<file path="src/rtl/maze_controller_if.sv">
// Signal bundle between the maze search sequencer, its datapath and the cell RAM.
// The controller takes the master side; the datapath/RAM environment takes the slave side.
interface maze_controller_if;
  logic        start;
  logic [7:0]  nxtLoc;
  logic        cntReach;
  logic        empStck;
  logic [1:0]  memDout;
  logic [7:0]  curLoc;
  logic [1:0]  dir;
  logic        rgLd;
  logic        push;
  logic        pop;
  logic        readFromStack;
  logic        memRd;
  logic        memWr;
  logic [7:0]  memAddr;
  logic        busy;
  logic        done;
  logic        fail;
  logic [15:0] stepCnt;

  modport master (
    input  start, nxtLoc, cntReach, empStck, memDout,
    output curLoc, dir, rgLd, push, pop, readFromStack,
    output memRd, memWr, memAddr, busy, done, fail, stepCnt
  );

  modport slave (
    output start, nxtLoc, cntReach, empStck, memDout,
    input  curLoc, dir, rgLd, push, pop, readFromStack,
    input  memRd, memWr, memAddr, busy, done, fail, stepCnt
  );
endinterface

</file>
<file path="src/rtl/maze_controller.sv">
// Depth-first maze search sequencer: TRY+EVAL per probed cell, ADVANCE+MARK per step.
// No backpressure; start is honoured only when idle, done or failed.
module maze_controller #(
  parameter logic [7:0]  START_LOC = 8'h00,
  parameter logic [7:0]  GOAL_LOC  = 8'hFF,
  parameter logic [15:0] MAX_STEPS = 16'hFFFF
) (
  input logic               clk,
  input logic               rst,
  maze_controller_if.master bus
);

  typedef enum logic [3:0] {
    S_IDLE    = 4'd0,
    S_INIT    = 4'd1,
    S_GOAL    = 4'd2,
    S_TRY     = 4'd3,
    S_EVAL    = 4'd4,
    S_NEXTDIR = 4'd5,
    S_ADVANCE = 4'd6,
    S_MARK    = 4'd7,
    S_BACK    = 4'd8,
    S_DONE    = 4'd9,
    S_FAIL    = 4'd10
  } state_t;

  state_t      state_q;
  state_t      state_d;
  logic [7:0]  cur_loc;
  logic [1:0]  dir;
  logic [15:0] step_cnt;
  logic [15:0] step_nxt;
  logic        cell_blocked;
  logic        accept_start;

  assign cell_blocked = bus.memDout[0] | bus.memDout[1];
  assign accept_start = bus.start &&
                        (state_q == S_IDLE || state_q == S_DONE || state_q == S_FAIL);
  // Saturate so the GOAL check always sees the exact budget value.
  assign step_nxt     = (step_cnt >= MAX_STEPS) ? step_cnt : step_cnt + 16'd1;

  always_ff @(posedge clk or negedge rst) begin
    if (!rst) begin
      state_q <= S_IDLE;
    end else begin
      state_q <= state_d;
    end
  end

  always_comb begin
    state_d = state_q;
    case (state_q)
      S_IDLE: begin
        if (bus.start) state_d = S_INIT;
      end
      S_INIT: begin
        state_d = S_GOAL;
      end
      S_GOAL: begin
        if (cur_loc == GOAL_LOC) begin
          state_d = S_DONE;
        end else if (step_cnt >= MAX_STEPS) begin
          state_d = S_FAIL;
        end else begin
          state_d = S_TRY;
        end
      end
      S_TRY: begin
        state_d = bus.cntReach ? S_NEXTDIR : S_EVAL;
      end
      S_EVAL: begin
        state_d = cell_blocked ? S_NEXTDIR : S_ADVANCE;
      end
      S_NEXTDIR: begin
        state_d = (dir == 2'd3) ? S_BACK : S_TRY;
      end
      S_ADVANCE: begin
        state_d = S_MARK;
      end
      S_MARK: begin
        state_d = S_GOAL;
      end
      S_BACK: begin
        state_d = bus.empStck ? S_FAIL : S_GOAL;
      end
      S_DONE, S_FAIL: begin
        if (bus.start) state_d = S_INIT;
      end
      default: begin
        state_d = S_IDLE;
      end
    endcase
  end

  always_ff @(posedge clk or negedge rst) begin
    if (!rst) begin
      cur_loc  <= START_LOC;
      dir      <= 2'd0;
      step_cnt <= 16'd0;
    end else begin
      if (accept_start) begin
        cur_loc  <= START_LOC;
        dir      <= 2'd0;
        step_cnt <= 16'd0;
      end else begin
        case (state_q)
          S_GOAL: begin
            dir <= 2'd0;
          end
          S_NEXTDIR: begin
            if (dir != 2'd3) dir <= dir + 2'd1;
          end
          S_ADVANCE: begin
            cur_loc  <= bus.nxtLoc;
            step_cnt <= step_nxt;
          end
          S_BACK: begin
            // nxtLoc carries the stack top while readFromStack is asserted.
            if (!bus.empStck) begin
              cur_loc  <= bus.nxtLoc;
              step_cnt <= step_nxt;
              dir      <= 2'd0;
            end
          end
          default: begin
          end
        endcase
      end
    end
  end

  always_comb begin
    bus.rgLd          = 1'b0;
    bus.push          = 1'b0;
    bus.pop           = 1'b0;
    bus.readFromStack = 1'b0;
    bus.memRd         = 1'b0;
    bus.memWr         = 1'b0;
    bus.memAddr       = bus.nxtLoc;
    bus.busy          = 1'b1;
    bus.done          = 1'b0;
    bus.fail          = 1'b0;
    case (state_q)
      S_IDLE: begin
        bus.busy = 1'b0;
      end
      S_INIT, S_MARK: begin
        bus.memWr   = 1'b1;
        bus.memAddr = cur_loc;
      end
      S_TRY: begin
        bus.memRd = !bus.cntReach;
      end
      S_ADVANCE: begin
        bus.push = 1'b1;
        bus.rgLd = 1'b1;
      end
      S_BACK: begin
        bus.readFromStack = 1'b1;
        bus.pop           = !bus.empStck;
      end
      S_DONE: begin
        bus.busy = 1'b0;
        bus.done = 1'b1;
      end
      S_FAIL: begin
        bus.busy = 1'b0;
        bus.fail = 1'b1;
      end
      default: begin
      end
    endcase
  end

  assign bus.curLoc  = cur_loc;
  assign bus.dir     = dir;
  assign bus.stepCnt = step_cnt;

  a_push_pop_excl: assert property (@(posedge clk) disable iff (!rst)
                                    !(bus.push && bus.pop));
  a_rd_wr_excl: assert property (@(posedge clk) disable iff (!rst)
                                 !(bus.memRd && bus.memWr));

endmodule

</file>
<file path="src/flat_wrapper.sv">
// flat-port wrapper written by rule: the top's interface ports become plain ports
module maze_controller_flat 
#(
  parameter logic [7:0]  START_LOC = 8'h00,
  parameter logic [7:0]  GOAL_LOC  = 8'hFF,
  parameter logic [15:0] MAX_STEPS = 16'hFFFF
)
  (clk, rst, bus_start, bus_nxtLoc, bus_cntReach, bus_empStck, bus_memDout, bus_curLoc, bus_dir, bus_rgLd, bus_push, bus_pop, bus_readFromStack, bus_memRd, bus_memWr, bus_memAddr, bus_busy, bus_done, bus_fail, bus_stepCnt);
  maze_controller_if bus_i ();
  input logic clk;
  input logic rst;
  input wire logic [$bits(bus_i.start)-1:0] bus_start;
  input wire logic [$bits(bus_i.nxtLoc)-1:0] bus_nxtLoc;
  input wire logic [$bits(bus_i.cntReach)-1:0] bus_cntReach;
  input wire logic [$bits(bus_i.empStck)-1:0] bus_empStck;
  input wire logic [$bits(bus_i.memDout)-1:0] bus_memDout;
  output wire logic [$bits(bus_i.curLoc)-1:0] bus_curLoc;
  output wire logic [$bits(bus_i.dir)-1:0] bus_dir;
  output wire logic [$bits(bus_i.rgLd)-1:0] bus_rgLd;
  output wire logic [$bits(bus_i.push)-1:0] bus_push;
  output wire logic [$bits(bus_i.pop)-1:0] bus_pop;
  output wire logic [$bits(bus_i.readFromStack)-1:0] bus_readFromStack;
  output wire logic [$bits(bus_i.memRd)-1:0] bus_memRd;
  output wire logic [$bits(bus_i.memWr)-1:0] bus_memWr;
  output wire logic [$bits(bus_i.memAddr)-1:0] bus_memAddr;
  output wire logic [$bits(bus_i.busy)-1:0] bus_busy;
  output wire logic [$bits(bus_i.done)-1:0] bus_done;
  output wire logic [$bits(bus_i.fail)-1:0] bus_fail;
  output wire logic [$bits(bus_i.stepCnt)-1:0] bus_stepCnt;
  assign bus_i.start = bus_start;
  assign bus_i.nxtLoc = bus_nxtLoc;
  assign bus_i.cntReach = bus_cntReach;
  assign bus_i.empStck = bus_empStck;
  assign bus_i.memDout = bus_memDout;
  assign bus_curLoc = bus_i.curLoc;
  assign bus_dir = bus_i.dir;
  assign bus_rgLd = bus_i.rgLd;
  assign bus_push = bus_i.push;
  assign bus_pop = bus_i.pop;
  assign bus_readFromStack = bus_i.readFromStack;
  assign bus_memRd = bus_i.memRd;
  assign bus_memWr = bus_i.memWr;
  assign bus_memAddr = bus_i.memAddr;
  assign bus_busy = bus_i.busy;
  assign bus_done = bus_i.done;
  assign bus_fail = bus_i.fail;
  assign bus_stepCnt = bus_i.stepCnt;
  maze_controller #(.START_LOC(START_LOC), .GOAL_LOC(GOAL_LOC), .MAX_STEPS(MAX_STEPS)) u_core (.clk(clk), .rst(rst), .bus(bus_i));
endmodule
</file>
<file path="config.mk">
export PLATFORM = sky130hd
export DESIGN_NAME = maze_controller_flat
export DESIGN_NICKNAME = d
export VERILOG_FILES = /design/src/rtl/maze_controller_if.sv /design/src/rtl/maze_controller.sv /design/src/flat_wrapper.sv
export SDC_FILE = /design/constraint.sdc
export NUM_CORES = 1
export LEC_CHECK = 0
export BUFFER_PORTS_ARGS = -buffer_cell sky130_fd_sc_hd__buf_4
export CAP_MARGIN = 0
export CORE_UTILIZATION = 47
export DETAILED_ROUTE_END_ITERATION = 8
export GPL_TIMING_DRIVEN = 0
export PLACE_DENSITY = 0.78
export SLEW_MARGIN = 20
export SYNTH_ARGS = -nofsm -noshare
export SYNTH_HDL_FRONTEND = slang
export SYNTH_SLANG_ARGS = --single-unit
</file>
<file path="constraint.sdc">
create_clock -name clk -period 2.3 [get_ports clk]
set_clock_uncertainty 0.15 [all_clocks]
set_input_delay 0.23 -clock clk [delete_from_list [all_inputs] [get_ports clk]]
set_output_delay 0.23 -clock clk [all_outputs]
set_load 0.05 [all_outputs]
</file>
After elaboration in Yosys (flattened, before gate mapping)

Cells that the tools add are included.

Bits of input ports: 15
Output and inout port bits: 43
Register bits: 30

Magnitude comparators: 1
Reduce and logical (&&, ||, !) cells: 12
Multiplexer cells: 28
Bitwise logic cells: 1
Equality and inequality tests: 16
Add/sub/neg operators: 2

Operators with widths:

| kind                    | number |
|---|---|
| $mux W16                | 3 |
| $pmux W16 S2            | 1 |
| $pmux W4 S8             | 1 |
| $mux W8                 | 3 |
| $mux W4                 | 5 |
| $add A16 B1 Y16 const B | 1 |
| $eq A4 B3 Y1 const B    | 4 |
| $ge A16 B16 Y1 const B  | 1 |
| $pmux W8 S2             | 1 |
| $eq A4 B4 Y1 const B    | 3 |
| $mux W1                 | 9 |
| $eq A4 B2 Y1 const B    | 2 |
| $eq A8 B8 Y1 const B    | 1 |
| $mux W2                 | 4 |
| $pmux W2 S3             | 1 |
| $eq A4 B1 Y1 const B    | 1 |
| $logic_not A4 Y1        | 1 |
| $reduce_bool A4 Y1      | 1 |
| $ne A3 B1 Y1 const B    | 1 |
| $ne A3 B2 Y1 const B    | 1 |
| $reduce_and A3 Y1       | 1 |
| $reduce_bool A3 Y1      | 1 |
| $reduce_or A3 Y1        | 1 |
| $add A2 B1 Y2 const B   | 1 |
| 9 further kinds         | 11 |

Depth between registers and ports, before layout

Depth after elaboration: 6
Mapped depth: 6
Gate-level depth less buffers: 5

Worst setup path after synthesis

Ideal clock, no wire load.

Kind: reg2out
From: reg u_core.state_q[1]
To: out bus_memRd
Cell stages (with the launch flop): 5
Path slack: -0.343 ns
Data arrival time: 2.263 ns
Path buffers: 2
Cell sequence: dfrtp_1 -> buf_4 -> clkbuf_1 -> nand2_1 -> nor4_1

Longest elaborated chain between the ends: 2

RTL lines:

| element                  | RTL line               | RTL |
|---|---|---|
| start: declaration       | maze_controller.sv:27  | `state_t state_q;` |
| start signal: assignment | maze_controller.sv:46  | `state_q <= state_d;` |
| $eq A4 B2 Y1             | maze_controller.sv:143 | `case (state_q)` |
| $mux W1                  | maze_controller.sv:143 |  |
| end: declaration         | flat_wrapper.sv:23     | `output wire logic [$bits(bus_i.memRd)-1:0] bus_memRd;` |

No other way between the ends.

Worst setup path after layout

From: reg u_core.state_q[2]
To: reg u_core.step_cnt[15], in the netlist u_core.bus.stepCnt[15]

Longest elaborated chain between the ends: 6

RTL lines:

| element                                                             | RTL line               | RTL |
|---|---|---|
| $eq A4 B4 Y1 / $logic_not A4 Y1 (equally long branches)             | maze_controller.sv:38  | `(state_q == S_IDLE \|\| state_q == S_DONE \|\| state_q == S_FAIL);` |
| $logic_or A1 B1 Y1 (2 in series)                                    | maze_controller.sv:38  |  |
| $logic_and A1 B1 Y1                                                 | maze_controller.sv:37  | `assign accept_start = bus.start &&` |
| $ne A3 B2 Y1 (no line) / $reduce_bool A3 Y1 (equally long branches) | --                     |  |
| $reduce_and A2 Y1 (no line)                                         | --                     |  |
| end signal: assignment                                              | maze_controller.sv:115 | `step_cnt <= step_nxt;` |
| end signal: assignment                                              | maze_controller.sv:121 | `step_cnt <= step_nxt;` |
| end: declaration                                                    | maze_controller.sv:31  | `logic [15:0] step_cnt;` |

Parallel ways exist; a longest one is shown, timed or not.
A chain may end at the register's enable or synchronous reset.

==> impl_metrics.py <==
metrics = {
    "setup_path": {
        "critPathKind": "reg -> reg",
        "cp-end-kind": "register",
        "startpoint_type": "register",
        "cp.arrival_ns": 2.29,
        "worst-endpoint-required_ns": 2.31,
        "cp_max_fo": 10,
    },
    "sta": {
        "fin_crit_sh_pct": 99.12,
        "rsz0062_at_grt": "yes",
        "max_slew.worst_pin.slew_ns": 0.5160,
        "drv_slew": 0,
        "slew_headroom_pct": 65.60,
        "timing.fmax_mhz": 438.6,
        "setup_viol": 0,
        "fin_crit_ns": 2.280,
        "finalHoldViolCount": 0,
        "holdWs_ns": 0.04491,
    },
    "route": {
        "wl_met2_um": 2650,
        "routed_wirelength_um": 5684,
        "routedWlPerCell_um": 16.10,
        "wl_met1_um": 2497,
        "detail_route.drc_violations": 0,
        "top_layer": "met4",
        "via_per_inst": 5.994,
        "first_iter_violations": 167,
        "dr_wl_met3_um": 434,
        "postRouteAntennaNets": 0,
        "vias": 2116,
        "dr.pass1.iters": 5,
    },
    "place": {
        "numPortBuffers": 57,
        "placed_area_um2": 2549,
        "place.gp.congestion": 0.8722,
        "dp.cells": 342,
        "dp_hpwl_um": 4016,
    },
    "synthesis": {
        "synth_seq_cells": 30,
        "synthMuxAreaShare_pct": 10.77,
        "ys_types": 50,
        "yosys.area_share.adder_pct": 1.224,
        "synth_edf_count": 0,
        "synth_compound_gate_area_share_pct": 23.50,
        "synthCells": 235,
        "syn_nets": 252,
        "synth_area_um2": 2044,
        "ys.warnings.count": 0,
        "synth-simple-area-share_pct": 21.97,
        "yosysTopAreaCell": "dfrtp_1",
        "syn_avg_cell_area_um2": 8.700,
        "netlist.area_leader.share_pct": 36.72,
        "synth_area_leaders": "dfrtp_1, mux2i_1, nand2_1, o21ai_0, a21oi_1",
        "seq_area_frac_synth_pct": 36.72,
        "synth_xor_xnor_area_share_pct": 0.8568,
        "async_flop_share_pct": 100.0,
        "synth_top_family_by_area": "compound AO/OA/AOI/OAI gates",
        "ys.flop_type": "dfrtp_1",
    },
    "global_routing": {
        "grt_pass1_vias": 1924,
        "grt_antenna_before_repair": 0,
        "grt_max_degree": 31,
        "grt-ovfl-total": 0,
        "track_usage_pct": 26.57,
        "grt_pass1_wl_um": 9108,
    },
    "finish": {
        "num-fill-cells": 344,
        "fin_nets": 319,
        "post-route-util_pct": 67.09,
        "fin_cells": 353,
        "mostFrequentLayoutCell": "buf_4",
        "n_antenna_cell": 0,
        "drive_gt1_share_pct": 32.67,
        "syn_to_final_growth_pct": 34.09,
        "layout_common_cells": "buf_4, dfrtp_1, nand2_1",
        "final_area_um2": 2741,
    },
    "power_and_ir_drop": {
        "p_leak_uw": 0.001203,
        "power_density_nw_per_um2": 1250,
        "ir_drop_mv": 0.5173,
    },
    "clock_tree": {
        "path_clk_slew_ns": 0.06,
        "cts_sinks": 30,
        "worstSkewPairLatency_ns": 0.29,
        "cts_tree": "built",
        "cts_root_buffer": "clkbuf_8",
        "cts_buffers": 5,
        "clock_path_buffers": 2,
        "htree_num_levels": 2,
    },
    "floorplanning": {
        "ios": 58,
        "fp.dieH_um": 67.96,
        "die-area_um2": 4618,
        "die_w_um": 67.96,
        "start_util_pct": 50.03,
        "rows": 23,
        "core_area_um2": 4086,
    },
    "run": {
        "max_cap_violations": 0,
    },
    "outcome": {
        "status": "complete, no violations",
    },
    "min_path": {
        "hold_class": "in -> reg",
    },
}
## per-layer routing
layer  up-vias  global-route usage, %
li1       1014                      -
met1       990                  35.59
met2       101                  41.91
met3        11                  5.667
met4         0                  9.635
met5         -                      0
## cell type report
type,count,area [µm²],share of cell area (%)
sequential,30,752.0,27.43
timing repair buffer,60,465.4,16.98
multi-input combinational,183,1262,46.05
inverter,4,15.01,0.5477
buffer,18,92.59,3.377
tap,50,62.56,2.282
clock buffer,7,86.33,3.149
clock inverter,1,5.005,0.1826
## power by group
group	internal [µW]	leakage [µW]	switching [µW]
sequential	665	0.000403	147
clock	241	0.0000482	198
combinational	735	0.000752	1440
total	1640	0.00120	1790
## flip-flops by register name (all words and copies together), names as in the netlist
| signal | flops |
|---|---|
| u_core.state_q | 4 |
| u_core.bus.stepCnt | 16 |
| u_core.bus.curLoc | 8 |
| u_core.bus.dir | 2 |
## per-stage QoR
| stage | total power, µW | setup TNS, ns | setup slack [ns] |
|---|---|---|---|
| 4_1_cts | 3388 | -0.003641 | -0.003641 |
| 5_1_grt | 3641 | -0.09604 | -0.05992 |
| 2_1_floorplan | 2306 | 0 | 0.02193 |
| 3_3_place_gp | 2848 | 0 | 0.01149 |
| 3_5_place_dp | 2879 | -0.07526 | -0.07161 |
| 6_report | 3428 | 0 | 0.02013 |
## final timing paths
kind / startpoint / to / slack (ns) / cells past startpoint
max: u_core.state_q[2] / u_core.bus.stepCnt[15] / 0.02 / 6
min: bus_nxtLoc[4] / u_core.bus.curLoc[4] / 0.04 / 3
max reg2reg: u_core.state_q[2] / u_core.bus.stepCnt[15] / 0.02 / 6
min reg2reg: u_core.bus.stepCnt[0] / u_core.bus.stepCnt[0] / 0.39 / 1
max in group asynchronous: rst / u_core.state_q[0] / 1.43 / 2
min in group asynchronous: rst / u_core.bus.curLoc[4] / 0.27 / 2
## critical path, stage by stage, from the launching register on
cell      delay (ns)
dfrtp_1         0.38
buf_6           0.14
or4b_4          0.57
a21o_4          0.28
buf_4           0.18
nor4_1          0.37
a211oi_2        0.08
## synth_stat cells, types with 2 or more instances
| library cell | instances |
|---|---|
| buf_2 | 3 |
| nand3_1 | 7 |
| o21bai_1 | 8 |
| or4_1 | 2 |
| o31ai_1 | 2 |
| a2111oi_0 | 2 |
| nand2b_1 | 4 |
| nand4_1 | 6 |
| nor2_1 | 11 |
| and3_1 | 4 |
| a211o_1 | 3 |
| ha_1 | 2 |
| nor4_1 | 2 |
| o211ai_1 | 4 |
| a21oi_1 | 18 |
| nor2b_1 | 3 |
| mux2_2 | 8 |
| o41ai_1 | 2 |
| buf_4 | 2 |
| or3_1 | 5 |
| nor3_1 | 5 |
| and2_1 | 3 |
| nand3b_1 | 2 |
| o21ai_0 | 19 |
| a31oi_1 | 2 |
| mux2i_1 | 13 |
| a211oi_1 | 2 |
| inv_1 | 4 |
| dfrtp_1 | 30 |
| clkbuf_1 | 11 |
| nand2_1 | 27 |
## what timing repair did
item                                   in CTS  in global routing
buffers inserted                            1                  1
endpoints found under the hold margin      30                  0
pin swaps                                   1                  4
gates resized for setup                     5                 12
setup endpoints to repair                  11                 15
hold buffers                                1                  0
## logic make-up after synthesis
kind of cell               after synthesis
xor gates and xnor gates                 2
muxes                                   21
adders and majority gates                2
and+or+nand+nor                         86
DFF                                     30
buffers and inverters                   22
AOI/OAI and AO/OA                       72
(Power assumes the default switching activity.)
